`src/rtl/fil_sequencer.sv`:
```
// fil_sequencer -- fault-injection-list sequencer.
//
// Responds to the controller's FIL_INC / FIL_END handshake. Each rising edge
// of FIL_INC selects the next fault of the list, holds it for SETTLE_CYCLES
// so the CUT can settle, then pulses FIL_ACK. One request after the last
// fault has been served raises the sticky FIL_END flag.
//
// Ports:
//   clk          system clock, rising edge
//   rst          synchronous reset, active-high
//   FIL_INC      level request from the controller (rising edge acted on)
//   FAULT_ID     index of the currently injected fault
//   FAULT_POL    stuck-at value, equal to FAULT_ID[0] (even SA0, odd SA1)
//   FAULT_VALID  a fault is being injected (0 = golden, fault-free run)
//   FIL_ACK      one-cycle pulse, the current fault has settled
//   FIL_END      sticky, every fault in the list has been served
//   INJ_COUNT    number of faults injected so far
//   TIMEOUT_FLAG sticky watchdog flag (constant 0 without FIL_TIMEOUT_EN)
//
// Optional feature macro: FIL_TIMEOUT_EN
//   When defined, a HOLD-state watchdog advances the list by itself after
//   TIMEOUT cycles without a request and sets TIMEOUT_FLAG.

module fil_sequencer #(
  parameter int TOT_FAULT_BITS = 10,
  parameter int ERR_TOTAL      = 528,
  parameter int SETTLE_CYCLES  = 2,
  parameter int TIMEOUT        = 1024
) (
  input  logic                      clk,
  input  logic                      rst,
  input  logic                      FIL_INC,
  output logic [TOT_FAULT_BITS-1:0] FAULT_ID,
  output logic                      FAULT_POL,
  output logic                      FAULT_VALID,
  output logic                      FIL_ACK,
  output logic                      FIL_END,
  output logic [TOT_FAULT_BITS-1:0] INJ_COUNT,
  output logic                      TIMEOUT_FLAG
);

  // Elaboration-time guard on the parameter set.
  if (ERR_TOTAL < 1 || ERR_TOTAL >= 2**TOT_FAULT_BITS ||
      SETTLE_CYCLES < 0 || SETTLE_CYCLES > 255 || TIMEOUT < 1) begin : g_param_check
    $error("fil_sequencer: illegal parameter combination");
  end

  typedef enum logic [1:0] {GOLDEN, SETTLE, HOLD, DONE} state_t;

  state_t     state;
  logic       inc_d;
  logic [7:0] settle_cnt;
  logic       inc_edge;
  logic       advance;

  assign inc_edge  = FIL_INC & ~inc_d;
  assign FAULT_POL = FAULT_ID[0];

`ifdef FIL_TIMEOUT_EN
  localparam int WD_W = $clog2(TIMEOUT + 1);

  logic [WD_W-1:0] wd_cnt;
  logic            wd_fire;

  // The watchdog stands in for a missing request: it fires on the cycle the
  // count reaches TIMEOUT-1 in HOLD, and only when no real edge is present.
  assign wd_fire = (state == HOLD) && !inc_edge && (wd_cnt == WD_W'(TIMEOUT - 1));
  assign advance = inc_edge | wd_fire;

  // Counter stays at zero outside HOLD, so it is already cleared on entry.
  always_ff @(posedge clk) begin
    if (rst) begin
      wd_cnt       <= '0;
      TIMEOUT_FLAG <= 1'b0;
    end else begin
      if (state != HOLD || inc_edge) begin
        wd_cnt <= '0;
      end else begin
        wd_cnt <= wd_cnt + 1'b1;
      end
      if (wd_fire) begin
        TIMEOUT_FLAG <= 1'b1;
      end
    end
  end
`else
  assign advance      = inc_edge;
  assign TIMEOUT_FLAG = 1'b0;
`endif

  // Main sequencer. Edges seen in SETTLE or DONE are dropped, not queued;
  // inc_d keeps tracking FIL_INC so a held level is never seen twice.
  always_ff @(posedge clk) begin
    if (rst) begin
      state       <= GOLDEN;
      inc_d       <= 1'b0;
      settle_cnt  <= '0;
      FAULT_ID    <= '0;
      FAULT_VALID <= 1'b0;
      FIL_ACK     <= 1'b0;
      FIL_END     <= 1'b0;
      INJ_COUNT   <= '0;
    end else begin
      inc_d   <= FIL_INC;
      FIL_ACK <= 1'b0;
      case (state)
        GOLDEN: begin
          if (inc_edge) begin
            FAULT_ID    <= '0;
            FAULT_VALID <= 1'b1;
            INJ_COUNT   <= TOT_FAULT_BITS'(1);
            settle_cnt  <= 8'(SETTLE_CYCLES);
            state       <= SETTLE;
          end
        end
        SETTLE: begin
          if (settle_cnt == '0) begin
            FIL_ACK <= 1'b1;
            state   <= HOLD;
          end else begin
            settle_cnt <= settle_cnt - 1'b1;
          end
        end
        HOLD: begin
          // The end-of-list test comes first so FAULT_ID never wraps.
          if (advance) begin
            if (INJ_COUNT == TOT_FAULT_BITS'(ERR_TOTAL)) begin
              FAULT_VALID <= 1'b0;
              FIL_END     <= 1'b1;
              state       <= DONE;
            end else begin
              FAULT_ID   <= FAULT_ID + 1'b1;
              INJ_COUNT  <= INJ_COUNT + 1'b1;
              settle_cnt <= 8'(SETTLE_CYCLES);
              state      <= SETTLE;
            end
          end
        end
        DONE: begin
          FIL_END <= 1'b1;
        end
        default: begin
          state <= GOLDEN;
        end
      endcase
    end
  end

endmodule

```
`config.mk`:
```
export PLATFORM = sky130hd
export DESIGN_NAME = fil_sequencer
export DESIGN_NICKNAME = d
export VERILOG_FILES = /design/src/rtl/fil_sequencer.sv
export SDC_FILE = /design/constraint.sdc
export NUM_CORES = 1
export LEC_CHECK = 0
export ABC_AREA = 1
export BUFFER_PORTS_ARGS = -buffer_cell sky130_fd_sc_hd__buf_2
export CELL_PAD_IN_SITES_DETAIL_PLACEMENT = 0
export CELL_PAD_IN_SITES_GLOBAL_PLACEMENT = 1
export CORE_MARGIN = 2
export CORE_UTILIZATION = 40
export CTS_CLUSTER_DIAMETER = 150
export DETAILED_ROUTE_END_ITERATION = 7
export GPL_ROUTABILITY_DRIVEN = 0
export PLACE_DENSITY = 0.86
export SLEW_MARGIN = 20
export SYNTH_ARGS = -nofsm -noshare
export SYNTH_HDL_FRONTEND = slang
export SYNTH_SLANG_ARGS = --single-unit
```
`constraint.sdc`:
```
create_clock -name clk -period 2.4 [get_ports clk]
set_clock_uncertainty 0.1 [all_clocks]
set_input_delay 0.24 -clock clk [delete_from_list [all_inputs] [get_ports clk]]
set_output_delay 0.24 -clock clk [all_outputs]
set_load 0.05 [all_outputs]
```
# Word level (Yosys, flattened, before mapping)
# Cells that the tools add are included.
# word_totals
ff_bits	34
# classes
add_sub_neg	3
reduce_logical	11
n_bitwise	3
mux	26
eq_ne	10
# ops
op	count
$mux 10	6
$pmux 10 s2	2
$mux 8	4
$pmux 8 s3	1
$add 10x1->10 const B	2
$ne 2x2->1 const B	6
$reduce_and 4->1	3
$eq 10x10->1 const B	1
$logic_not 8->1	1
$mux 2	4
$sub 8x1->8 const B	1
$mux 1	6
$pmux 2 s3	1
$reduce_and 5->1	1
$eq 2x2->1 const B	2
$pmux 1 s2	2
$reduce_bool 2->1	2
$reduce_and 3->1	1
$reduce_bool 3->1	1
$eq 2x1->1 const B	1
$logic_not 2->1	1
$not 1->1	2
$reduce_or 2->1	1
$and 1x1->1	1

# Logic depth before layout (Yosys ltp)
# Gate-level depths: netlist (run 1).
# depth
ltp_word	4
mapped_depth	11

# Worst setup path before layout (run 1)
# No wires, ideal clock.
# synth_timing
path_type	register -> register
from	register INJ_COUNT[0]
to	register FAULT_ID[3]
setup_ps	71
n_path_buf	0
synth_period_minus_slack_ps	1988
path_stages_with_launch	8
setup_slack_ps	412
arrival_time_ps	1817
path_cell_list	dfxtp_1 > inv_1 > ha_1 > nand2_1 > nor2_1 > a31oi_1 > nand3_1 > a21oi_1
# synth_via
elab_chain_len	3
# synth_lines
item	line	text
start, declared	38	output logic [TOT_FAULT_BITS-1:0] INJ_COUNT,
start signal, assigned	133	INJ_COUNT <= INJ_COUNT + 1'b1;
$eq 10x10->1	127	if (INJ_COUNT == TOT_FAULT_BITS'(ERR_TOTAL)) begin
$ne 2x2->1 (no line)	--	
$reduce_and 4->1 (no line)	--	
end signal, assigned	132	FAULT_ID <= FAULT_ID + 1'b1;
end, declared	33	output logic [TOT_FAULT_BITS-1:0] FAULT_ID,
# No other way between the ends.
# A chain may end at the register's enable or synchronous reset.

# Worst setup path after layout (run 1)
# layout_timing
from	register state[0]
to	register FAULT_ID[4]
# layout_via
elab_chain_len	3
elab_cells_between_ends	8
# layout_lines
item	line	text
start, declared	50	state_t state;
start signal, assigned	95	state <= GOLDEN;
start signal, assigned	113	state <= SETTLE;
start signal, assigned	119	state <= HOLD;
$eq 2x2->1 or $logic_not 2->1 (tied branches)	106	case (state)
$ne 2x2->1 (no line) or $reduce_bool 2->1 (tied branches)	--	
$reduce_and 4->1 (no line)	--	
# Parallel ways exist; a longest one is shown, timed or not.

==> impl_metrics.ini, run 1 <==
[worst_setup_path]
worstPathArrival_ps = 2250
slowest_delay_ps = 420
path_buf_inv = 2
worstSetupPathType = reg -> reg
rrSetupSlack_ps = 270
crit_start = state[0]
worstSetupStartpointType = flop
cp_data_required_time_ps = 2520
crit_path_end = FAULT_ID[4]
r2r_cells = 9
endpoint_kind = flop
cpLargestDelayFamily = simple AND/OR/NAND/NOR gates
path_depth = 9
rr_startpoint = state[0]
reg2reg_to = FAULT_ID[4]
cp_cell_sequence = inv_1 > ha_1 > nor2_4 > nor2_4 > nor2_4 > nand2_2 > inv_4 > nand2_1 > a21oi_1
critical_path.max_fanout = 20
cpMostUsedCell = nor2_4
crit_slowest_cell = dfxtp_1

[yosys]
synth_area_sq_um = 2020
ys.flop_type = dfxtp_1
async_reset_ff_share_pct = 0
synthTopCellsByCount = 78 x nand2_1, 57 x nor2_1, 46 x inv_1
yosysMostFrequentCell = nand2_1
synth-seq-area-share_pct = 33.8
ys_types = 29
synth_nets = 327
synth_top_area_share_pct = 33.8
avgSynthCellArea_sq_um = 6.44
synth_area_leader_cell = dfxtp_1
synth_edf_count = 0
yosys_register_bits = 34
synth_area_leaders = dfxtp_1 34%, nand2_1 15%, nor2_1 11%, inv_1 8.6%, ha_1 6.8%
ys_warn_count = 0
syn_inst = 313

[detailed_routing]
drt_wl_total_um = 4610
highest_layer = met4
drc = 0
met3WireLength_um = 190
firstDrtPassIters = 4
routedWlPerCell_um = 11.3
postRouteAntennaNets = 0
vias = 1881
avgViaCountPerCell = 4.63
wl_met1_um = 2360
drt_iter0_markers = 59
dr_wl_met2_um = 2000

[final_layout]
syn_to_final_growth_pct = 12.8
diodes = 0
drive_above_1_share_pct = 13.6
final.fill_count = 503
nets = 354
postLayoutCellArea_sq_um = 2270

[sta]
slew_viol_final = 0
finalHoldViolations = 0
period_needed_ps = 2130
worst_hold_slack_ps = 78.7
setup_viol = 0
rsz0062_at_grt = no
max_freq_ghz = 0.470
finalCritPeriodShare_pct = 88.6
finalSetupTns_ps = 0

[clocking]
clk_pin_slew_ps = 70
root_buffer = clkbuf_8
post_cts_buffers = 0
clkSinkCount = 34
cts_tree = built
cts_inserted_buffers = 5
holdBufCountCts = 0
clk_latency_ps = 290
clockBufferDepth = 2
post_cts_resized = 0
htreeDepth = 2

[die]
die_area_sq_um = 5620
io_pins = 28
num_rows = 25
initial_core_util_pct = 42.1
fp.dieW_um = 75.0
core_area_sq_um = 4790
fp.dieH_um = 75.0

[global_route]
gr-total-overflow = 0
antenna_found_initial = 0
grt_pass1_wl_um = 7800
grt_max_degree = 21
grt_pass1_vias = 1695
grt_util_all_layers_pct = 18.3

[place]
numPortBuffers = 26
hpwl_um = 3480
placed_cell_area_sq_um = 2190

[hold_path]
hp-class = in -> reg
min_from = FIL_INC

[power_and_ir_drop]
leakage_nw = 1.07
ir_drop_mv = 0.455
cellPowerDensity_nw_per_um2 = 1040
finalPower_mw = 2.37

[run]
cap_violations = 0

[outcome]
status = finished clean
## worst min-delay path by stage
stage | depth (start not counted) | end | slack (ps)
after floorplan | 1 | settle_cnt[2] | 210
after global placement | 2 | FAULT_VALID | 360
after detailed placement | 2 | FAULT_VALID | 360
after CTS | 3 | inc_d | 80
after global routing | 3 | inc_d | 110
final | 3 | inc_d | 80
## through the flow
stage / std cells / worst slack [ps] / util, %
2_1_floorplan: 313 / 412 / -
3_3_place_gp: 400 / 336 / 45.8
3_5_place_dp: 400 / 266 / 45.8
4_1_cts: 406 / 243 / 47.5
5_1_grt: 406 / 87.1 / 47.5
6_report: 406 / 273 / 47.5
## tightest hold or removal path: stages
cell	delay [ps]
buf_2	80
inv_1	50
nor2_1	70
## cells by family (layout without fill, tap and decap cells)
logic type               Yosys count  in the layout  share of synthesized area (%)
AND/OR/NAND/NOR                  175            175                           37.5
buffers and inverters             57             83                           11.9
flip-flops                        34             34                           33.8
AO/OA/AOI/OAI                     32             32                           8.50
adder cells (fa/ha/maj)           11             11                           6.83
XOR/XNOR                           3              3                           1.30
other                              1              1                          0.186
## where the power goes
group / leakage (nW) / switching (mW) / internal (mW)
sequential: 0.277 / 0.0903 / 0.662
clock: 0.0431 / 0.206 / 0.221
combinational: 0.748 / 0.830 / 0.361
## metal layers
layer	track usage, %	up-vias
met1	24.7	824
met3	4.15	5
met4	5.95	0
li1	-	1023
met5	0	-
met2	28.8	29
## flip-flops by register name (all words and copies together) (netlist names)
signal	cells
settle_cnt	8
FAULT_VALID	1
FIL_ACK	1
FIL_END	1
INJ_COUNT	10
inc_d	1
state	2
FAULT_ID	10
## cells in the final DEF, fill, tap and decap left out, types with 2 or more instances in the layout
| cell type | n |
|---|---|
| ha_1 | 11 |
| buf_4 | 2 |
| a211oi_1 | 2 |
| inv_1 | 46 |
| xnor2_1 | 2 |
| o21ai_0 | 4 |
| buf_2 | 26 |
| o21ai_1 | 11 |
| nand4_1 | 6 |
| nand3_1 | 20 |
| a21oi_1 | 12 |
| nor3_1 | 5 |
| dfxtp_1 | 34 |
| nand2_1 | 78 |
| nor2_4 | 4 |
| nor2_2 | 2 |
| inv_2 | 2 |
| nor2_1 | 57 |
| clkbuf_8 | 6 |
## area by class of cell
type | count | area [sq um] | area share, %
multi-input cells | 222 | 1090 | 48.2
flip-flops and latches | 34 | 681 | 29.9
inverters | 49 | 186 | 8.20
repair buffers | 28 | 145 | 6.38
well taps | 67 | 83.8 | 3.69
clock buffers | 6 | 82.6 | 3.63
No activity file was read; power rests on OpenSTA's default activity.
==> run 2, diff against run 1 <==
ABC_AREA = 0   (was 1)
CORE_MARGIN = not set   (was 2)
CORE_UTILIZATION = 43   (was 40)
PLACE_DENSITY = 0.87   (was 0.86)
TNS_END_PERCENT = 50   (was not set)
==> impl_metrics.ini, run 2 <==
[place]
hpwl_um = 3250
numPortBuffers = 26
place_ws_ps = 91.3

[yosys]
async_reset_ff_share_pct = 0
ys_types = 48
yosys_register_bits = 34
synth_area_leaders = dfxtp_1 34%, ha_1 6.9%, a21oi_1 4.5%, o41ai_1 3.1%, nand2_1 3.0%
ys.flop_type = dfxtp_1
synth_area_leader_cell = dfxtp_1
avgSynthCellArea_sq_um = 8.54
synthTopCellsByCount = 34 x dfxtp_1, 18 x a21oi_1, 16 x nand2_1
syn_inst = 232
yosysMostFrequentCell = dfxtp_1
ys_warn_count = 0
synth-seq-area-share_pct = 34.3
synth_area_sq_um = 1980
synth_edf_count = 0
synth_nets = 246
synth_top_area_share_pct = 34.3

[worst_setup_path]
reg2reg_to = settle_cnt[3]
rr_startpoint = state[0]
cp_cell_sequence = inv_1 > ha_1 > or4bb_1 > or3_1 > nand3_1 > o32ai_1
r2r_cells = 6
worstSetupPathType = reg -> reg
critical_path.max_fanout = 6
worstPathArrival_ps = 2240
cp_data_required_time_ps = 2470
endpoint_kind = flop
cpLargestDelayFamily = simple AND/OR/NAND/NOR gates
slowest_delay_ps = 480
worstSetupStartpointType = flop
crit_slowest_cell = or4bb_1
rrSetupSlack_ps = 230
path_buf_inv = 1

[clocking]
post_cts_buffers = 0
root_buffer = clkbuf_8
cts_tree = built
clk_latency_ps = 290
holdBufCountCts = 0
clk_pin_slew_ps = 70
htreeDepth = 2
clkSinkCount = 34
clockBufferDepth = 2
post_cts_resized = 0
cts_inserted_buffers = 5

[detailed_routing]
routedWlPerCell_um = 14.3
firstDrtPassIters = 4
avgViaCountPerCell = 5.73
drt_wl_total_um = 4480
drt_iter0_markers = 139
vias = 1789
drc = 0
postRouteAntennaNets = 0

[hold_path]
min_from = FIL_INC
hp-class = in -> reg
hold_depth = 2
min_to = inc_d

[final_layout]
diodes = 0
final_common_cell = dfxtp_1
drive_above_1_share_pct = 21.2
nets = 273
final.fill_count = 432
syn_to_final_growth_pct = 14.5
final_cell_mix = 34 x dfxtp_1, 26 x buf_2, 17 x a21oi_1
multi_input_area_sq_um = 1160
biggestRegsByFlops = FAULT_ID: 10 flops, INJ_COUNT: 10 flops, settle_cnt: 8 flops
regArea_sq_um = 681

[sta]
setup_viol = 0
rsz0062_at_grt = no
setup_slack_ps = 229
finalHoldViolations = 0
period_needed_ps = 2170
finalSetupTns_ps = 0
slew_viol_final = 0
finalCritPeriodShare_pct = 90.5
max_freq_ghz = 0.461

[global_route]
grt_max_degree = 22
gr-total-overflow = 0
grt_util_all_layers_pct = 19.9
antenna_found_initial = 0
grt_pass1_vias = 1624
grt_pass1_wl_um = 7600

[die]
core_area_sq_um = 4380
fp.dieW_um = 69.9
die_area_sq_um = 4880
initial_core_util_pct = 45.2
io_pins = 28
fp.dieH_um = 69.9
num_rows = 24

[run]
cap_violations = 0

[power_and_ir_drop]
cellPowerDensity_nw_per_um2 = 882
ir_drop_mv = 0.365
leakage_nw = 0.864

[outcome]
status = finished clean
-- run 2: cell types whose count changed in the layout (fill, tap and decap cells not counted), sizes merged, moves of 4 or more --
cell,delta
or4,+7
buf,+7
inv,-34
o41ai,+7
nor2,-49
nor4,+6
o21ai,-6
nor2b,+4
a21oi,+6
nand3,-10
o31ai,+8
nand2,-63
o311ai,+5
or3,+9
-- run 2: worst max path at each step --
stage / from / endpoint / slack, ps / depth (start not counted)
global route: state[0] / settle_cnt[4] / 20 / 6
global placement: state[0] / settle_cnt[6] / 160 / 6
detailed placement: state[0] / settle_cnt[6] / 90 / 6
floorplan: INJ_COUNT[4] / settle_cnt[3] / 260 / 4
CTS: state[0] / settle_cnt[6] / 70 / 6
finish: state[0] / settle_cnt[3] / 230 / 6
-- run 2: logic make-up after synthesis --
group | after synthesis | synth area share, %
and+or+nand+nor | 86 | 24.6
AOI/OAI and AO/OA | 64 | 23.5
DFF | 34 | 34.3
buffers and inverters | 30 | 7.58
adders and majority gates | 11 | 6.94
xor gates and xnor gates | 5 | 2.21
other | 1 | 0.189
muxes | 1 | 0.568
-- run 2: routing by layer --
metal  vias to the layer above  part of all wire [%]  routed length [um]  global-route usage (%)
li1                        924                     -                   -                       -
met1                       828                    49                2170                    26.0
met2                        31                    46                2050                    31.0
met3                         6                   4.1                 183                    5.63
met4                         0                   1.5                  69                    8.00
met5                         -                     0                   0                       0
-- run 2: power by group --
part	total, mW	switching [mW]	internal (mW)
registers	0.716	0.0814	0.634
clock network	0.503	0.213	0.290
logic	0.783	0.498	0.285
total	2.00	0.792	1.21
-- run 2: cell type report --
class | instances | area share [%]
Multi-Input combinational cell | 168 | 51.1
Sequential cell | 34 | 30.0
Timing Repair Buffer | 35 | 8.71
Clock buffer | 8 | 4.85
Tap cell | 52 | 2.87
Inverter | 15 | 2.48
-- run 2: per-stage QoR --
step / util (%) / instances / total power, mW / hold WS, ps / cell area [sq um]
after floorplan: - / 232 / 1.33 / 268 / 1980
after global placement: 49.1 / 304 / 1.48 / 340 / 2150
after detailed placement: 49.1 / 304 / 1.49 / 340 / 2150
after CTS: 51.6 / 312 / 2.00 / 86.3 / 2260
after global routing: 51.8 / 312 / 2.14 / 90.3 / 2270
final: 51.8 / 312 / 2.00 / 87.1 / 2270
==> run 3, diff against run 2 <==
CORE_UTILIZATION = 38   (was 43)
PLACE_DENSITY = 0.81   (was 0.87)
clock period = 1.8 ns   (was 2.4 ns; I/O delays follow)
==> impl_metrics.ini, run 3 (synthesis gave the netlist of run 2 again) <==
[die]
fp.dieH_um = 74.2
fp.dieW_um = 74.2
num_rows = 25
die_area_sq_um = 5510
core_area_sq_um = 4880
initial_core_util_pct = 40.6
io_pins = 28

[global_route]
grt_max_degree = 21
grt_util_all_layers_pct = 21.4
gr-total-overflow = 0
grt_pass1_wl_um = 8880
antenna_found_initial = 0
grt_pass1_vias = 1896

[power_and_ir_drop]
finalPower_mw = 3.31
power_frac_comb_pct = 52.3
leakage_nw = 1.13
power.share.clock_pct = 20.2
ir_drop_mv = 0.681
p_sw_share_pct = 38.7
cellPowerDensity_nw_per_um2 = 1140
p_sw_mw = 1.28
p_seq_share_pct = 27.5
p_int_mw = 2.03

[outcome]
violations = negative setup slack
status = finished, violations left

[clocking]
root_buffer = clkbuf_8
cts_inserted_buffers = 5
clk_latency_ps = 290
clk_pin_slew_ps = 70
holdBufCountCts = 0
htreeDepth = 2
clkSinkCount = 34
cts_tree = built
clockBufferDepth = 2

[final_layout]
nets = 319
diodes = 0
biggestRegsByFlops = FAULT_ID: 10 flops, INJ_COUNT: 10 flops, settle_cnt: 8 flops
layoutNonFillerInstCount = 373
syn_to_final_growth_pct = 46.1
final_common_cell = buf_4
drive_above_1_share_pct = 48.0
final_cell_mix = 47 x buf_4, 26 x buf_2, 20 x dfxtp_1

[run]
cap_violations = 0

[detailed_routing]
postRouteAntennaNets = 0
drt_iter0_markers = 125
routedWlPerCell_um = 14.6
drt_wl_total_um = 5430
avgViaCountPerCell = 5.48
firstDrtPassIters = 4
vias = 2043
drc = 0

[sta]
slew_viol_final = 0
max_freq_ghz = 0.527
finalHoldViolations = 0
setup_slack_ps = -98.0
rsz0062_at_grt = yes
finalCritPeriodShare_pct = 105
period_needed_ps = 1900
setup_viol = 24

[hold_path]
hp-class = in -> reg

[worst_setup_path]
critical_path.max_fanout = 5
worstPathArrival_ps = 1960
slowest_delay_ps = 480
endpoint_kind = flop
cp_cell_sequence = inv_4 > ha_4 > or4bb_4 > or3_4 > a21oi_1 > a311oi_1
crit_slowest_cell = or4bb_4
worstSetupStartpointType = flop
cp_data_required_time_ps = 1860
worstSetupPathType = reg -> reg

[place]
numPortBuffers = 26
dp_cells = 360
hpwl_um = 3780
## run 3: cell types whose count changed in the layout (fill, tap and decap cells not counted), moves of 5 or more
cell	delta
dfxtp_4	+5
buf_6	+8
dfxtp_1	-14
buf_4	+38
o21ai_0	-6
dfxtp_2	+9
## run 3: routing by layer
layer / up-vias / GRT usage (%) / part of all wire (%)
li1: 1019 / - / -
met1: 965 / 28.1 / 47
met2: 53 / 34.4 / 48
met3: 6 / 4.74 / 4.0
met4: 0 / 7.97 / 1.2
met5: - / 0 / 0
## run 3: through the flow
| stage | setup slack [ps] | TNS (ps) | util (%) | cell area [sq um] | hold WS (ps) |
|---|---|---|---|---|---|
| global route | -179 | -2730 | 59.3 | 2900 | 55.8 |
| detailed placement | -150 | -2510 | 52.1 | 2540 | 330 |
| CTS | -68.5 | -780 | 57.6 | 2810 | 41.0 |
| floorplan | -101 | -1230 | - | 2060 | 208 |
| global placement | -133 | -1820 | 52.1 | 2540 | 322 |
| finish | -98.0 | -1370 | 59.3 | 2900 | 43.5 |
## run 3: worst max-delay path, delay by kind of cell (launching register included)
kind            cells  cell delay, ps
compound gates      2             250
fa+ha+maj           1             130
buf+inv             1              70
flops               1             340
simple gates        2             880
## run 3: final cells by class
cell class                 instances  area [sq um]
clock buffer                       8           110
inverter                          15          58.8
multi-input combinational        168          1360
timing repair buffer              81           573
sequential                        34           711
fill                             428          1980
tap                               67          83.8
## run 3: final timing paths
check	from	endpoint	slack, ps	cells after the start
setup / recovery	state[0]	settle_cnt[1]	-100	6
hold / removal	FIL_INC	inc_d	40	2
setup reg to reg	state[0]	settle_cnt[1]	-100	6
hold reg to reg	FIL_END	FIL_END	350	2
## run 3: power by group through the flow
| stage | clock network (mW) | registers (mW) | logic, mW |
|---|---|---|---|
| 2_1_floorplan | 0 | 1.02 | 0.796 |
| 3_3_place_gp | 0 | 0.906 | 1.41 |
| 3_5_place_dp | 0 | 0.911 | 1.41 |
| 4_1_cts | 0.685 | 0.911 | 1.64 |
| 5_1_grt | 0.720 | 0.921 | 1.87 |
| 6_report | 0.671 | 0.911 | 1.73 |
## run 3: timing repair
item	CTS	global route
setup buffers	3	1
gates cloned	1	0
endpoints found under the setup margin	25	27
pin swaps	18	13
resized for setup	32	22
